[config.mk]
export PLATFORM = sky130hd
export DESIGN_NAME = period_reciprocal_flat
export DESIGN_NICKNAME = d
export VERILOG_FILES = /design/src/rtl/period_reciprocal_if.sv /design/src/rtl/period_reciprocal.sv /design/src/flat_wrapper.sv
export SDC_FILE = /design/constraint.sdc
export NUM_CORES = 1
export LEC_CHECK = 0
export ABC_AREA = 0
export ABC_CLOCK_PERIOD_IN_PS = 2800
export BUFFER_PORTS_ARGS = -buffer_cell sky130_fd_sc_hd__buf_2
export CAP_MARGIN = 5
export CORE_MARGIN = 2
export CORE_UTILIZATION = 45
export DETAILED_ROUTE_END_ITERATION = 10
export PLACE_DENSITY = 0.65
export REMOVE_ABC_BUFFERS = 1
export SETUP_SLACK_MARGIN = 0.5
export SYNTH_ARGS = -nofsm -noshare
export SYNTH_HDL_FRONTEND = slang
export SYNTH_SLANG_ARGS = --single-unit
export TNS_END_PERCENT = 10
[constraint.sdc]
create_clock -name CLK -period 2.8 [get_ports CLK]
set_input_delay 0.42 -clock CLK [delete_from_list [all_inputs] [get_ports CLK]]
set_output_delay 0.42 -clock CLK [all_outputs]
set_load 0.01 [all_outputs]
[src/rtl/period_reciprocal_if.sv]
// Bus bundle between a period source and period_reciprocal: DURATION/EDGE_FLAG in, FREQ results out.
interface period_reciprocal_if #(
  parameter int IN_BITS  = 32,
  parameter int OUT_BITS = 32
);
  logic                EDGE_FLAG;
  logic [IN_BITS-1:0]  DURATION;
  logic [OUT_BITS-1:0] FREQ;
  logic                FREQ_VALID;
  logic                BUSY;
  logic [7:0]          DROP_CNT;

  modport master (
    output EDGE_FLAG, DURATION,
    input  FREQ, FREQ_VALID, BUSY, DROP_CNT
  );

  modport slave (
    input  EDGE_FLAG, DURATION,
    output FREQ, FREQ_VALID, BUSY, DROP_CNT
  );
endinterface

[src/rtl/period_reciprocal.sv]
// FREQ = 2^NUM_SHIFT / DURATION via a one-bit-per-clock restoring divider with a 1-deep pending slot.
// Define PERIOD_RECIP_ROUND_EN for round-to-nearest; otherwise the quotient is truncated.
module period_reciprocal #(
  parameter int IN_BITS   = 32,
  parameter int OUT_BITS  = 32,
  parameter int NUM_SHIFT = 40
) (
  input  logic               CLK,
  input  logic               RESET_N,
  period_reciprocal_if.slave bus
);

  typedef enum logic [1:0] {S_IDLE, S_LOAD, S_DIV, S_DONE} state_t;

  localparam int CNT_W   = $clog2(OUT_BITS + 1);
  localparam int SAT_EXP = NUM_SHIFT - OUT_BITS;
  // Numerator bits above the quotient window; D at or below this overflows OUT_BITS.
  localparam logic [IN_BITS:0] REM_INIT = {{IN_BITS{1'b0}}, 1'b1} << SAT_EXP;

  state_t              state_q, state_d;
  logic [CNT_W-1:0]    cnt_q, cnt_d;
  logic [OUT_BITS-1:0] freq_q, freq_d;
  logic                freq_valid_q, freq_valid_d;
  logic [7:0]          drop_cnt_q, drop_cnt_d;
  logic                pend_full_q, pend_full_d;

  logic [IN_BITS-1:0]  div_q, div_d;
  logic [IN_BITS:0]    rem_q, rem_d;
  logic [OUT_BITS-1:0] quo_q, quo_d;
  logic [IN_BITS-1:0]  pend_q, pend_d;
  logic                sat_q, sat_d;

  logic [IN_BITS+1:0]  shifted;
  logic [IN_BITS+1:0]  trial;
  logic                q_bit;
  logic                busy;
  logic [OUT_BITS-1:0] rounded;

`ifdef PERIOD_RECIP_ROUND_EN
  function automatic logic [OUT_BITS-1:0] round_nearest(
    input logic [OUT_BITS-1:0] q,
    input logic [IN_BITS:0]    rem,
    input logic [IN_BITS-1:0]  d
  );
    if (({rem, 1'b0} >= {2'b00, d}) && (q != {OUT_BITS{1'b1}}))
      return q + {{(OUT_BITS-1){1'b0}}, 1'b1};
    return q;
  endfunction

  assign rounded = round_nearest(quo_q, rem_q, div_q);
`else
  assign rounded = quo_q;
`endif

  assign busy = (state_q != S_IDLE);

  // Numerator 2^NUM_SHIFT has no set bits below the initial window, so a zero is shifted in.
  assign shifted = {rem_q, 1'b0};
  assign trial   = shifted - {2'b00, div_q};
  assign q_bit   = ~trial[IN_BITS+1];

  always_comb begin
    state_d      = state_q;
    cnt_d        = cnt_q;
    freq_d       = freq_q;
    freq_valid_d = 1'b0;
    drop_cnt_d   = drop_cnt_q;
    pend_full_d  = pend_full_q;
    div_d        = div_q;
    rem_d        = rem_q;
    quo_d        = quo_q;
    pend_d       = pend_q;
    sat_d        = sat_q;

    if (busy && bus.EDGE_FLAG) begin
      pend_d      = bus.DURATION;
      pend_full_d = 1'b1;
      if (pend_full_q && (state_q != S_DONE))
        drop_cnt_d = (drop_cnt_q == 8'hFF) ? 8'hFF : drop_cnt_q + 8'd1;
    end

    case (state_q)
      S_IDLE: begin
        if (bus.EDGE_FLAG) begin
          div_d   = bus.DURATION;
          state_d = S_LOAD;
        end
      end
      S_LOAD: begin
        sat_d   = ({1'b0, div_q} <= REM_INIT);
        rem_d   = REM_INIT;
        cnt_d   = '0;
        state_d = S_DIV;
      end
      S_DIV: begin
        rem_d = q_bit ? trial[IN_BITS:0] : shifted[IN_BITS:0];
        quo_d = {quo_q[OUT_BITS-2:0], q_bit};
        cnt_d = cnt_q + CNT_W'(1);
        if (cnt_q == CNT_W'(OUT_BITS - 1))
          state_d = S_DONE;
      end
      S_DONE: begin
        freq_d       = sat_q ? {OUT_BITS{1'b1}} : rounded;
        freq_valid_d = 1'b1;
        if (pend_full_q) begin
          // Slot consumed; a coincident strobe refills it rather than counting as a drop.
          div_d       = pend_q;
          pend_full_d = bus.EDGE_FLAG;
          state_d     = S_LOAD;
        end else if (bus.EDGE_FLAG) begin
          div_d       = bus.DURATION;
          pend_full_d = 1'b0;
          state_d     = S_LOAD;
        end else begin
          state_d = S_IDLE;
        end
      end
      default: state_d = S_IDLE;
    endcase
  end

  always_ff @(posedge CLK or negedge RESET_N) begin
    if (!RESET_N) begin
      state_q      <= S_IDLE;
      cnt_q        <= '0;
      freq_q       <= '0;
      freq_valid_q <= 1'b0;
      drop_cnt_q   <= '0;
      pend_full_q  <= 1'b0;
    end else begin
      state_q      <= state_d;
      cnt_q        <= cnt_d;
      freq_q       <= freq_d;
      freq_valid_q <= freq_valid_d;
      drop_cnt_q   <= drop_cnt_d;
      pend_full_q  <= pend_full_d;
    end
  end

  always_ff @(posedge CLK) begin
    div_q  <= div_d;
    rem_q  <= rem_d;
    quo_q  <= quo_d;
    pend_q <= pend_d;
    sat_q  <= sat_d;
  end

  assign bus.FREQ       = freq_q;
  assign bus.FREQ_VALID = freq_valid_q;
  assign bus.BUSY       = busy;
  assign bus.DROP_CNT   = drop_cnt_q;

endmodule

[src/flat_wrapper.sv]
// flat-port wrapper written by rule: the top's interface ports become plain ports
module period_reciprocal_flat 
#(
  parameter int IN_BITS   = 32,
  parameter int OUT_BITS  = 32,
  parameter int NUM_SHIFT = 40
)
  (CLK, RESET_N, bus_EDGE_FLAG, bus_DURATION, bus_FREQ, bus_FREQ_VALID, bus_BUSY, bus_DROP_CNT);
  period_reciprocal_if #(.IN_BITS(IN_BITS), .OUT_BITS(OUT_BITS)) bus_i ();
  input  logic CLK;
  input  logic RESET_N;
  input wire logic [$bits(bus_i.EDGE_FLAG)-1:0] bus_EDGE_FLAG;
  input wire logic [$bits(bus_i.DURATION)-1:0] bus_DURATION;
  output wire logic [$bits(bus_i.FREQ)-1:0] bus_FREQ;
  output wire logic [$bits(bus_i.FREQ_VALID)-1:0] bus_FREQ_VALID;
  output wire logic [$bits(bus_i.BUSY)-1:0] bus_BUSY;
  output wire logic [$bits(bus_i.DROP_CNT)-1:0] bus_DROP_CNT;
  assign bus_i.EDGE_FLAG = bus_EDGE_FLAG;
  assign bus_i.DURATION = bus_DURATION;
  assign bus_FREQ = bus_i.FREQ;
  assign bus_FREQ_VALID = bus_i.FREQ_VALID;
  assign bus_BUSY = bus_i.BUSY;
  assign bus_DROP_CNT = bus_i.DROP_CNT;
  period_reciprocal #(.IN_BITS(IN_BITS), .OUT_BITS(OUT_BITS), .NUM_SHIFT(NUM_SHIFT)) u_core (.CLK(CLK), .RESET_N(RESET_N), .bus(bus_i));
endmodule
==> metrics.md <==
| Metric | Value |
|---|---|
| Die ar. | 21,900 um2 |
| #FFs+latches synth | 180 |
| CTS tree | done |
| Wire length per cell | 16.8 um |
| Layout cells sized above 1 | 25.3% |
| Max H-tree Level | 4 |
| Global-route wire length before repair | 36,100 um |
| Crit-path cells | ha_4 -> buf_6 -> buf_4 -> nand2_1 -> o21ai_0 -> nor2_2 -> a2111o_1 -> a211o_1 -> nand3b_1 -> a311o_1 -> a31oi_1 |
| Post-route minimum period | 2.75 ns |
| CTS root buffer | clkbuf_16 |
| Hold Fails Final Rpt | 0 |
| Met1 Use GR | 28.5% |
| Setup crit end kind | register |
| Area Overhead vs Synth | 25.9% |
| Crit path launch type | register |
| Row Count | 52 |
| Max incr delay on CP | 0.47 ns |
| Via density per instance | 5.46 |
| Syn avg cell area | 10.2 um2 |
| Slew Viols, Final | 0 |
| F_max | 0.363 GHz |
| # IOs | 77 |
| Slowest-stage cell, CP | a2111o_1 |
| Synthesized instance count | 914 |
| Initial drt markers | 614 |
| Distinct cell type count after synthesis | 57 |
| Core Region | 20,300 um2 |
| CP Data Arrival Time | 2.94 ns |
| Inserted Clock Buffers | 17 |
| Post-Syn Area | 9320 um2 |
| Slew @ Worst Pin | 1.03 ns |
| Clock sink count | 180 |
| Synth Warn # | 0 |
| Maxcap violations | 0 |
| RSZ-0062 raised after global routing | true |
| Ant diodes | 0 |
| Final worst path period share | 98.3% |
| CP max FO | 6 |
| Min-delay worst type | primary input to async pin |
| Gp weighted congestion | 0.864 |
| Busiest grt layer | met2 |
| Post-synth EDFFs | 130 |
| Drt pass-1 iters | 5 |
| Final Skew | 0.0167 ns |
| Longest Clk Path Bufs | 2 |
| Kind of cell adding the most delay to the critical path | compound AO/OA/AOI/OAI gates |
| Slew HR | 31.0% |
| # DRC | 0 |
| Placed standard-cell area | 10,600 um2 |
| Global route total overflow | 0 |
| Reg2Reg Launch Point | u_core.rem_q[11] |
| Number of global-route vias before repair | 7,124 |
| Fillers | 1,747 |
| Skew-Pair Late Insertion Delay | 0.44 ns |
| GR Util met2 | 34.3% |
| Largest net degree at the start of global routing | 68 |
| Final setup viols | 0 |
| Final WL | 22,700 um |
| Cell area after layout | 11,700 um2 |
| Bufs and invs on worst path | 2 |
| Initial antenna violation count | 0 |
| Final Util | 57.8% |
| Overall routing resource usage | 20.7% |
| Die height | 148 um |
| Met3 Use GR | 3.67% |
| Nets | 1,139 |
| Crit path required time | 2.99 ns |
| ANT nets after route | 0 |
| IO Port Bufs | 76 |
| Synth Flop Type | edfxtp_1 |
| Vias | 7,364 |
| Status | complete, no violations |
| Ys async rst share | 27.8% |
| Setup CP Type | register to register |
| HPWL Detailed | 15,100 um |
| Sequential share of the synthesized area | 55.3% |
| Initial core utilization | 45.9% |
| Chip width | 148 um |
| Worst setup path startpoint | u_core.rem_q[11] |
| Clk slew on worst S/H paths | 0.07 ns |
flip-flops by register name (all words and copies together), names as in the netlist:
signal	count
u_core.sat_q	1
u_core.cnt_q	6
u_core.bus.FREQ_VALID	1
u_core.div_q	32
u_core.rem_q	33
u_core.bus.FREQ	32
u_core.pend_q	32
u_core.state_q	2
u_core.quo_q	32
u_core.bus.DROP_CNT	8
u_core.pend_full_q	1
per-stage QoR:
| stage | hold slack [ns] | setup TNS (ns) | cells | setup WS (ns) |
|---|---|---|---|---|
| after floorplan | 0.124 | -27.34 | 870 | -0.504 |
| after global placement | 0.430 | -0.680 | 1301 | -0.140 |
| after detailed placement | 0.433 | -1.52 | 1301 | -0.164 |
| after CTS | 0.155 | 0 | 1346 | 0.0335 |
| after global routing | 0.156 | -0.417 | 1349 | -0.0914 |
| final | 0.164 | 0 | 1349 | 0.0468 |
what timing repair did:
item                       CTS  global route
setup endpoints to repair   34            34
hold buffers                 0             0
hold endpoints to repair     0             0
setup buffers               12             3
cloned                       1             0
gates resized for setup     54            29
pin swaps                   22            15
worst paths after layout:
path / endpoint / slack (ns) / cells past startpoint
max in group asynchronous: u_core.bus.FREQ[15] / 1.96 / 2
worst max-delay path: u_core.rem_q[30] / 0.05 / 11
worst min-delay path: u_core.bus.FREQ[29] / 0.16 / 1
min in group CLK: u_core.pend_q[5] / 0.17 / 1
worst min register to register: u_core.quo_q[16] / 0.45 / 0
worst max register to register: u_core.rem_q[30] / 0.05 / 11
Yosys cell counts, types with 9 or more instances:
cell        n  share of area (%)
nor2_1     99                4.0
nand3b_1    9               0.72
and3_1      9               0.60
nand4_1     9               0.60
o21ai_0    66                3.5
nor4_1      9               0.60
nor3_1     18               0.97
clkbuf_1   29                1.2
inv_1      51                2.1
dfrtp_1    50                 13
ha_1       37                5.0
nand2_1   112                4.5
a21o_1     11               0.89
edfxtp_1  130                 42
mux2i_1    34                3.7
nand3_1    22                1.2
xor2_1     10               0.94
a21oi_1    96                5.2
placed cells by master (no fill, tap or decap), types with 10 or more instances in the layout:
cell and n:
xor2_1 10, buf_6 10, nor2_1 97, inv_1 47
nand2_1 108, nand3_1 20, ha_4 15, buf_2 76
nor3_1 18, a21o_1 11, edfxtp_1 130, mux2i_1 34
dfrtp_1 50, clkbuf_16 18, o21ai_0 57, ha_1 18
buf_4 87, a21oi_1 89
kinds of logic (layout without fill, tap and decap cells):
family,after synthesis,count (layout),share of synthesized area (%)
AO/OA/AOI/OAI,235,235,15.0
XOR/XNOR,18,18,1.69
adder cells (fa/ha/maj),38,38,5.18
buffers and inverters,95,260,3.95
flip-flops,180,180,55.3
multiplexers,34,34,3.65
AND/OR/NAND/NOR,314,314,15.2
area by class of cell:
cell class	instances	area, um2	area share (%)
clock buffer	18	450	3.84
clock inverter	14	184	1.57
inverter	51	196	1.67
multi-input combinational	639	4180	35.6
sequential	180	5150	43.9
tap	270	338	2.88
timing repair buffer	177	1230	10.5
metal layers:
metal	up-vias	share of wire, %
met5	-	0
met4	0	1.2
met3	22	4.7
met2	194	48
met1	3531	46
li1	3617	-
Power is not shown: default switching activity piles up to over one toggle a cycle in this logic, so the estimate is an artifact.
